===== config.mk =====
export PLATFORM = sky130hd
export DESIGN_NAME = nibble_serial_add_ctrl_flat
export DESIGN_NICKNAME = d
export VERILOG_FILES = /design/src/rtl/nibble_serial_add_ctrl_pkg.sv /design/src/rtl/nibble_serial_add_ctrl_if.sv /design/src/rtl/nibble_serial_add_ctrl_add4_cell.sv /design/src/rtl/nibble_serial_add_ctrl.sv /design/src/flat_wrapper.sv
export SDC_FILE = /design/constraint.sdc
export NUM_CORES = 1
export LEC_CHECK = 0
export BUFFER_PORTS_ARGS = -buffer_cell sky130_fd_sc_hd__buf_2
export CAP_MARGIN = 20
export CORE_UTILIZATION = 50
export CTS_BUF_LIST = sky130_fd_sc_hd__clkbuf_8
export CTS_CLUSTER_DIAMETER = 60
export CTS_CLUSTER_SIZE = 8
export DETAILED_ROUTE_END_ITERATION = 7
export GPL_TIMING_DRIVEN = 0
export PLACE_DENSITY = 0.84
export SYNTH_ARGS = -nofsm -noshare
export SYNTH_HDL_FRONTEND = slang
export SYNTH_HIERARCHICAL = 1
export SYNTH_SLANG_ARGS = --single-unit

===== constraint.sdc =====
create_clock -name clk -period 3 [get_ports clk]
set_input_delay 0.75 -clock clk [delete_from_list [all_inputs] [get_ports clk]]
set_output_delay 0.75 -clock clk [all_outputs]
set_load 0.01 [all_outputs]

===== src/rtl/nibble_serial_add_ctrl_pkg.sv =====
`default_nettype none
// ============================================================================
// Module      : serial_add_pkg
// Description : Shared types and constants for the nibble-serial adder
//               controller: FSM state encoding, nibble width and a helper
//               that derives the nibble count from the operand width.
// Revision    : 1.0 - initial release
// ============================================================================
package serial_add_pkg;

  localparam int NIBBLE_W = 4;

  typedef enum logic [1:0] {
    IDLE = 2'd0,
    RUN  = 2'd1,
    DONE = 2'd2
  } state_t;

  // Number of nibbles needed to cover an operand of the given width
  function automatic int nib_count(input int width);
    return width / NIBBLE_W;
  endfunction

endpackage
`default_nettype wire


===== src/rtl/nibble_serial_add_ctrl_if.sv =====
`default_nettype none
// ============================================================================
// Module      : nibble_serial_add_ctrl_if
// Description : Operand/result handshake bundle for nibble_serial_add_ctrl.
//               master = producer/consumer side, slave = controller side.
//               The sub signal exists only when SERIAL_ADD_SUB_EN is defined.
// Revision    : 1.0 - initial release
// ============================================================================
interface nibble_serial_add_ctrl_if #(
  parameter int WIDTH = 16
);
  logic             en;
  logic             in_valid;
  logic             in_ready;
  logic [WIDTH-1:0] a;
  logic [WIDTH-1:0] b;
`ifdef SERIAL_ADD_SUB_EN
  logic             sub;
`endif
  logic             out_valid;
  logic             out_ready;
  logic [WIDTH-1:0] sum;
  logic             cout;
  logic             busy;

  modport master (
    output en, in_valid, a, b,
`ifdef SERIAL_ADD_SUB_EN
    output sub,
`endif
    output out_ready,
    input  in_ready, out_valid, sum, cout, busy
  );

  modport slave (
    input  en, in_valid, a, b,
`ifdef SERIAL_ADD_SUB_EN
    input  sub,
`endif
    input  out_ready,
    output in_ready, out_valid, sum, cout, busy
  );

endinterface
`default_nettype wire


===== src/rtl/nibble_serial_add_ctrl_add4_cell.sv =====
`default_nettype none
// ============================================================================
// Module      : full_adder / add4_cell
// Description : One-bit full-adder cell and a purely combinational 4-bit
//               ripple-carry adder chained from four of them.
// Revision    : 1.0 - initial release
// ============================================================================
module full_adder (
  input  logic a,
  input  logic b,
  input  logic ci,
  output logic s,
  output logic co
);
  assign s  = a ^ b ^ ci;
  assign co = (a & b) | (ci & (a ^ b));
endmodule

module add4_cell
  import serial_add_pkg::*;
(
  input  logic [NIBBLE_W-1:0] a,
  input  logic [NIBBLE_W-1:0] b,
  input  logic                cin,
  output logic [NIBBLE_W-1:0] s,
  output logic                co
);
  logic [NIBBLE_W:0] w_c;

  assign w_c[0] = cin;

  for (genvar i = 0; i < NIBBLE_W; i++) begin : g_fa
    full_adder u_fa (
      .a  (a[i]),
      .b  (b[i]),
      .ci (w_c[i]),
      .s  (s[i]),
      .co (w_c[i+1])
    );
  end

  assign co = w_c[NIBBLE_W];
endmodule
`default_nettype wire


===== src/rtl/nibble_serial_add_ctrl.sv =====
`default_nettype none
// ============================================================================
// Module      : nibble_serial_add_ctrl
// Description : WIDTH-bit adder that reuses one 4-bit ripple cell, one nibble
//               per cycle, LS nibble first, with valid/ready handshakes on
//               the operand and result sides. Optional subtract mode is
//               enabled by defining SERIAL_ADD_SUB_EN.
// Revision    : 1.0 - initial release
// ============================================================================
module nibble_serial_add_ctrl
  import serial_add_pkg::*;
#(
  parameter int WIDTH = 16
) (
  input  logic                    clk,
  input  logic                    rst_n,
  nibble_serial_add_ctrl_if.slave bus
);
  localparam int                 c_nib      = nib_count(WIDTH);
  localparam int                 c_idx_w    = $clog2(c_nib);
  localparam logic [c_idx_w-1:0] c_last_idx = c_idx_w'(c_nib - 1);

  state_t               r_state;
  state_t               w_state_nxt;
  logic [WIDTH-1:0]     r_a;
  logic [WIDTH-1:0]     r_b;
  logic [WIDTH-1:0]     r_sum;
  logic                 r_cout;
  logic                 r_carry;
  logic [c_idx_w-1:0]   r_idx;
`ifdef SERIAL_ADD_SUB_EN
  logic                 r_sub;
`endif

  logic                 w_accept;
  logic                 w_step;
  logic                 w_last;
  logic [NIBBLE_W-1:0]  w_a_nib;
  logic [NIBBLE_W-1:0]  w_b_raw;
  logic [NIBBLE_W-1:0]  w_b_nib;
  logic [NIBBLE_W-1:0]  w_cell_s;
  logic                 w_cell_co;

  // Current nibble of each latched operand, selected by the nibble index
  assign w_a_nib = NIBBLE_W'(r_a >> (r_idx * NIBBLE_W));
  assign w_b_raw = NIBBLE_W'(r_b >> (r_idx * NIBBLE_W));
  assign w_last  = (r_idx == c_last_idx);

`ifdef SERIAL_ADD_SUB_EN
  // Subtraction is a + ~b + 1; the +1 enters as the initial carry
  assign w_b_nib = w_b_raw ^ {NIBBLE_W{r_sub}};
`else
  assign w_b_nib = w_b_raw;
`endif

  add4_cell u_cell (
    .a   (w_a_nib),
    .b   (w_b_nib),
    .cin (r_carry),
    .s   (w_cell_s),
    .co  (w_cell_co)
  );

  // State register
  always_ff @(posedge clk or negedge rst_n) begin
    if (!rst_n) r_state <= IDLE;
    else        r_state <= w_state_nxt;
  end

  // Next-state decode and state-derived handshake outputs (no input-to-output paths)
  always_comb begin
    w_state_nxt   = r_state;
    w_accept      = 1'b0;
    w_step        = 1'b0;
    bus.in_ready  = 1'b0;
    bus.out_valid = 1'b0;
    bus.busy      = 1'b0;
    case (r_state)
      IDLE: begin
        bus.in_ready = 1'b1;
        if (bus.in_valid) begin
          w_accept    = 1'b1;
          w_state_nxt = RUN;
        end
      end
      RUN: begin
        bus.busy = 1'b1;
        if (bus.en) begin
          w_step = 1'b1;
          if (w_last) w_state_nxt = DONE;
        end
      end
      DONE: begin
        bus.out_valid = 1'b1;
        if (bus.out_ready) w_state_nxt = IDLE;
      end
      default: w_state_nxt = IDLE;
    endcase
  end

  // Operand latch, per-nibble result write-back, carry chain and index
  always_ff @(posedge clk or negedge rst_n) begin
    if (!rst_n) begin
      r_a     <= '0;
      r_b     <= '0;
      r_sum   <= '0;
      r_cout  <= 1'b0;
      r_carry <= 1'b0;
      r_idx   <= '0;
`ifdef SERIAL_ADD_SUB_EN
      r_sub   <= 1'b0;
`endif
    end else if (w_accept) begin
      r_a   <= bus.a;
      r_b   <= bus.b;
      r_sum <= '0;
      r_idx <= '0;
`ifdef SERIAL_ADD_SUB_EN
      r_sub   <= bus.sub;
      r_carry <= bus.sub;
`else
      r_carry <= 1'b0;
`endif
    end else if (w_step) begin
      for (int i = 0; i < c_nib; i++) begin
        if (r_idx == c_idx_w'(i)) r_sum[i*NIBBLE_W +: NIBBLE_W] <= w_cell_s;
      end
      r_carry <= w_cell_co;
      r_idx   <= r_idx + 1'b1;
      if (w_last) r_cout <= w_cell_co;
    end
  end

  assign bus.sum  = r_sum;
  assign bus.cout = r_cout;

endmodule
`default_nettype wire


===== src/flat_wrapper.sv =====
// flat-port wrapper written by rule: the top's interface ports become plain ports
module nibble_serial_add_ctrl_flat import serial_add_pkg::*;
#(
  parameter int WIDTH = 16
)
  (clk, rst_n, bus_en, bus_in_valid, bus_a, bus_b, bus_out_ready, bus_in_ready, bus_out_valid, bus_sum, bus_cout, bus_busy);
  nibble_serial_add_ctrl_if #(.WIDTH(WIDTH)) bus_i ();
  input  logic clk;
  input  logic rst_n;
  input wire logic [$bits(bus_i.en)-1:0] bus_en;
  input wire logic [$bits(bus_i.in_valid)-1:0] bus_in_valid;
  input wire logic [$bits(bus_i.a)-1:0] bus_a;
  input wire logic [$bits(bus_i.b)-1:0] bus_b;
  input wire logic [$bits(bus_i.out_ready)-1:0] bus_out_ready;
  output wire logic [$bits(bus_i.in_ready)-1:0] bus_in_ready;
  output wire logic [$bits(bus_i.out_valid)-1:0] bus_out_valid;
  output wire logic [$bits(bus_i.sum)-1:0] bus_sum;
  output wire logic [$bits(bus_i.cout)-1:0] bus_cout;
  output wire logic [$bits(bus_i.busy)-1:0] bus_busy;
  assign bus_i.en = bus_en;
  assign bus_i.in_valid = bus_in_valid;
  assign bus_i.a = bus_a;
  assign bus_i.b = bus_b;
  assign bus_i.out_ready = bus_out_ready;
  assign bus_in_ready = bus_i.in_ready;
  assign bus_out_valid = bus_i.out_valid;
  assign bus_sum = bus_i.sum;
  assign bus_cout = bus_i.cout;
  assign bus_busy = bus_i.busy;
  nibble_serial_add_ctrl #(.WIDTH(WIDTH)) u_core (.clk(clk), .rst_n(rst_n), .bus(bus_i));
endmodule

### Yosys cells after proc, flatten, opt, wreduce, memory -nomap -nowiden

Index checks and enable logic that the tools add are counted.

| word-level totals | value |
|---|---|
| output and inout port bits | 20 |
| input bits | 37 |
| flip-flop bits (word level) | 54 |

| operators by class | value |
|---|---|
| equality and inequality tests | 9 |
| reduce and logical (&&, ||, !) cells | 13 |
| multiplexer cells | 22 |
| bitwise operators | 21 |
| shifts and indexed selects | 2 |
| add/sub/neg operators | 1 |

Operator list:

| operator | number |
|---|---|
| 16-bit 2-to-1 mux | 2 |
| 16-bit by 4-bit >> shifter with 4-bit output | 2 |
| 4-bit 2-to-1 mux | 4 |
| 2-bit 2-to-1 mux | 6 |
| 2-bit nonzero test | 5 |
| 1-bit 2-to-1 mux | 9 |
| 1-bit AND | 8 |
| 2-bit AND reduction | 4 |
| 1-bit bitwise XOR | 8 |
| 2-bit == test, second input constant | 3 |
| 2-bit inequality test, second input constant | 3 |
| 2-bit one-hot mux with 3 select lines | 1 |
| 2-bit by 1-bit == test with 1-bit output, second input constant | 2 |
| 2-bit logical NOT | 2 |
| 1-bit bitwise OR | 4 |
| 4-bit AND reduction | 1 |
| 3-bit AND reduction | 1 |
| 2-bit by 1-bit adder with 2-bit output, second input constant | 1 |
| 2-bit by 1-bit inequality test with 1-bit output, second input constant | 1 |
| 1-bit inverter | 1 |

### Longest topological paths before layout

| logic depth | value |
|---|---|
| word-level depth | 12 |
| gate-level depth with buffers | 8 |
| mapped depth without buffers | 7 |

### Hierarchy

The synthesis kept the hierarchy.

Modules (own cells, without submodules):

| module | instances | seq. area each (um2) | area an instance (um2) | cells each |
|---|---|---|---|---|
| nibble_serial_add_ctrl | 1 | 1351.3 | 2376.0 | 161 |
| full_adder | 4 | 0.0 | 20.0 | 1 |

### Least setup slack after synthesis

No wires, ideal clock.

| path | value |
|---|---|
| path kind | register -> register |
| start | register u_core.r_idx[0] |
| end | register u_core.r_sum[15], in the netlist u_core/bus.sum[15] |
| cell stages (with the launch flop) | 9 |
| required time | 2.881 ns |
| setup time | 0.119 ns |
| buffers on the path | 1 |
| slack | -0.172 ns |
| arrival | 3.053 ns |
| cells stage by stage | dfrtp_1 -> buf_2 -> mux4_2 -> fa_1 -> fa_1 -> fa_1 -> fa_1 -> mux2i_1 -> nor2_1 |

| between the ends | value |
|---|---|
| longest elaborated chain between the ends | 12 |
| elaborated cells between the ends (all ways) | 22 |
| classes of those cells | 1 x eq/ne; 2 x shift; 3 x mux; 14 x bitwise; 2 x reduce/logical |

RTL lines:

| item | RTL line | text |
|---|---|---|
| start: declaration | nibble_serial_add_ctrl.sv:30 | `logic [c_idx_w-1:0] r_idx;` |
| start signal: assignment | nibble_serial_add_ctrl.sv:129 | `r_idx <= r_idx + 1'b1;` |
| 16-bit by 4-bit >> shifter with 4-bit output * | nibble_serial_add_ctrl.sv:45 | `assign w_a_nib = NIBBLE_W'(r_a >> (r_idx * NIBBLE_W));` |
| net u_core.w_a_nib[0] | nibble_serial_add_ctrl.sv:38 | `logic [NIBBLE_W-1:0] w_a_nib;` |
| 1-bit bitwise XOR | nibble_serial_add_ctrl_add4_cell.sv:16 | `assign co = (a & b) \| (ci & (a ^ b));` |
| 1-bit AND | nibble_serial_add_ctrl_add4_cell.sv:16 |  |
| 1-bit bitwise OR * | nibble_serial_add_ctrl_add4_cell.sv:16 |  |
| net u_core.u_cell.w_c[1] | nibble_serial_add_ctrl_add4_cell.sv:28 | `logic [NIBBLE_W:0] w_c;` |
| 1-bit AND * | nibble_serial_add_ctrl_add4_cell.sv:16 |  |
| 1-bit bitwise OR * | nibble_serial_add_ctrl_add4_cell.sv:16 |  |
| net u_core.u_cell.w_c[2] | nibble_serial_add_ctrl_add4_cell.sv:28 |  |
| 1-bit AND * | nibble_serial_add_ctrl_add4_cell.sv:16 |  |
| 1-bit bitwise OR * | nibble_serial_add_ctrl_add4_cell.sv:16 |  |
| net u_core.u_cell.w_c[3] | nibble_serial_add_ctrl_add4_cell.sv:28 |  |
| 1-bit bitwise XOR * | nibble_serial_add_ctrl_add4_cell.sv:15 | `assign s = a ^ b ^ ci;` |
| net u_core.w_cell_s[3] | nibble_serial_add_ctrl.sv:41 | `logic [NIBBLE_W-1:0] w_cell_s;` |
| 4-bit 2-to-1 mux * | nibble_serial_add_ctrl.sv:126 | `if (r_idx == c_idx_w'(i)) r_sum[i*NIBBLE_W +: NIBBLE_W] <= w_cell_s;` |
| 16-bit 2-to-1 mux * | nibble_serial_add_ctrl.sv:124 | `end else if (w_step) begin` |
| 16-bit 2-to-1 mux * | nibble_serial_add_ctrl.sv:113 | `end else if (w_accept) begin` |
| end signal: indexed assignment | nibble_serial_add_ctrl.sv:126 |  |
| end: declaration | nibble_serial_add_ctrl.sv:27 | `logic [WIDTH-1:0] r_sum;` |

Mark *: on every way through the listed nets, which the timed path passes. The rest lies on a longest branch. The select of a mux whose other input is x is not followed.
A chain may end at the register's enable or synchronous reset.

### Worst setup path in the final report

| path | value |
|---|---|
| start | register u_core.r_idx[0] |
| end | register u_core.r_sum[11], in the netlist u_core/bus.sum[11] |

Same word-level chain as after synthesis.

==> flow_summary.toml <==
[logic_synthesis]
async_reset_ff_share_pct = 100
ys.flop_type = "dfrtp_1"
synthesis.area_um2 = 2460
syn_nets = 210
yosys_warnings = 6
synth_edf_count = 0
netlist_top_cells_area = "dfrtp_1, mux2_2, mux4_2, mux2i_1, fa_1"
avgSynthCellArea_um2 = 14.9
synth_top_cell_by_area = "dfrtp_1"
ys_ff_latch = 54
ys_seq_area_share_pct = 55.0
syn-instance-count = 165
synth_top_area_share_pct = 55.0
synth_cell_type_count = 20

[placed_design]
pre_cts_ws_ns = -0.305
hpwl_um = 3420
placed_cell_area_um2 = 2850
portBuffers = 55
place_congestion = 0.735

[setup_path]
cp-start-kind = "flip-flop"
cpMaxStageDelayCell = "fa_2"
critPathCaptureType = "flip-flop"
crit_chain = "buf_12 > mux4_2 > fa_2 > fa_2 > fa_2 > fa_2 > mux2i_1 > nor2_1"
critical_path_required_ns = 3.24
critical_path.max_stage_delay_ns = 0.59
path_max_fanout = 4
crit_path_frequent_cell = "fa_2"
crit_arrival_ns = 3.24
critPathKind = "flip-flop to flip-flop"

[die]
die_area_um2 = 5200
initial_core_util_pct = 52.0
core.rowCount = 25
coreArea_um2 = 4720
ioPinCount = 57
die_width_um = 72.1
fp.dieH_um = 72.1

[clock_network]
cts.sinks = 54
clock_latency_ns = 0.30
cts_made_buffers = 5
cts_tree = "built"
h-tree-depth = 2
clk_path_buf_depth = 2
cts.root.buffer_cell = "clkbuf_8"
clkTransAtPathRegs_ns = 0.08

[global_route]
gr-total-overflow = 0
grt_usage_pct = 19.9
antenna_found_initial = 0
grt_max_degree = 29
grt_pass1_vias = 1643
grt_pass1_wl_um = 7850

[sta]
setup_slack_ns = 0.000468
maxSlewHeadroom_pct = 57.3
hold_viol = 0
timing.final.crit_period_ns = 3.00
rsz0062_at_grt = "yes"
fin_crit_sh_pct = 100
report.final.slew_viol_count = 0
finalSetupViolCount = 0
fmax_mhz = 333
clock_skew_ns = 0.00482
worstMarginPinSlew_ns = 0.640

[layout]
drive_above_1_share_pct = 51.9
nNetsFinal = 276
finalInstanceArea_um2 = 2960
layout_common_cells = "buf_2, dfrtp_1, mux2_2"
multiInputGateArea_um2 = 1050
layout_commonest_cell = "buf_2"
n_fill_cell = 379
seq_area_um2 = 1350
fin_util_pct = 62.8
areaGrowthSynthToFinish_pct = 20.7
diodes = 0

[power]
power_density_nw_per_um2 = 1130
p_switching_uw = 1200
comb_power_share_pct = 52.2
finalPower_uw = 3350
internal-power_uw = 2150
p_seq_share_pct = 36.8
pwr-share-clk_pct = 11.0
p_leak_uw = 0.00151
peakVddDrop_mv = 0.567
swShare_pct = 35.8

[drt]
drt-initial-drc-count = 37
postRouteAntennaNets = 0
drtPass1Iterations = 4
dr_total_vias = 1546
detail_route.wl_per_cell_um = 15.1
via_per_inst = 5.19
drc_errors = 0
drt_wl_total_um = 4490

[run_status]
outcome = "completed"

[run]
cap_violations = 0

[min_path]
hp-class = "input pin to asynchronous set/reset pin"
[logic make-up (layout without fill, tap and decap cells)]
group / after synthesis / count (layout) / share of synthesized area, %
AO/OA/AOI/OAI: 3 / 3 / 0.713
adder cells (fa/ha/maj): 8 / 8 / 5.30
buffers and inverters: 12 / 78 / 2.75
flip-flops: 54 / 54 / 55.0
multiplexers: 59 / 59 / 29.9
AND/OR/NAND/NOR: 29 / 29 / 6.37
[flip-flops by register name, indices dropped and copies added, names as in the netlist]
name,count
u_core/r_b,16
u_core/r_carry,1
u_core/r_state,2
u_core/r_a,16
u_core/bus.sum,16
u_core/bus.cout,1
u_core/r_idx,2
[power groups by stage]
stage          clock network (µW)  registers [µW]  logic [µW]
2_1_floorplan                   0            1230        1210
3_3_place_gp                    0            1230        1640
3_5_place_dp                    0            1250        1690
4_1_cts                       382            1230        1760
5_1_grt                       406            1270        1940
6_report                      369            1230        1750
[per-layer routing]
layer / track usage (%) / vias to the layer above / wire length, µm / part of all wire (%)
met4: 3.27 / 0 / 32 / 0.71
met5: 0 / - / 0 / 0
met2: 32.2 / 51 / 2240 / 50
li1: - / 716 / - / -
met3: 5.42 / 3 / 197 / 4.4
met1: 27.7 / 776 / 2020 / 45
[worst paths after layout]
check / from / to / slack (ns) / depth (start not counted)
setup / recovery: u_core/r_idx[0] / u_core/bus.sum[11] / 0.0005 / 8
min in group clk: u_core/r_b[4] / u_core/r_b[4] / 0.51 / 1
hold reg to reg: u_core/r_b[4] / u_core/r_b[4] / 0.51 / 1
max in group asynchronous: rst_n / u_core/r_b[14] / 1.97 / 2
hold / removal: rst_n / u_core/bus.sum[4] / 0.47 / 1
setup reg to reg: u_core/r_idx[0] / u_core/bus.sum[11] / 0.0005 / 8
[Yosys cell counts (2+ instances only)]
cell type	number
buf_2	3
buf_4	3
clkbuf_1	2
dfrtp_1	54
fa_1	4
ha_1	4
inv_1	3
mux2_2	34
mux2i_1	17
mux4_2	8
nand3b_1	2
nand4b_1	4
nor2_1	19
o21ai_0	2
[timing repair]
item / 4_1_cts / 5_1_grt
pin swaps: 1 / 0
cloned: 0 / 0
hold buffers: 0 / 0
setup endpoints to repair: 6 / 4
setup buffers: 3 / 0
gates resized for setup: 6 / 0
[layout make-up]
cell class | count | share of cell area (%)
repair buffers | 59 | 10.7
plain buffers | 9 | 2.53
clock inverters | 2 | 0.253
flip-flops and latches | 54 | 45.6
well taps | 67 | 2.83
clock buffers | 5 | 2.32
multi-input cells | 99 | 35.3
inverters | 3 | 0.380
[critical path, delay by kind of cell (launching register included)]
kind / cells / cell delay, ns
flip-flops: 1 / 0.41
AND/OR/NAND/NOR: 1 / 0.09
multiplexers: 2 / 0.62
adder cells (fa/ha/maj): 4 / 1.68
buffers and inverters: 1 / 0.12
[stage by stage]
stage               hold WS, ns  TNS [ns]  cells
floorplan                 0.454         0    165
global placement          0.484    -0.966    287
detailed placement        0.493     -1.48    288
CTS                       0.474         0    298
global route              0.500    -0.268    298
finish                    0.466         0    298
Note: power is estimated with default switching activity, not from simulation.
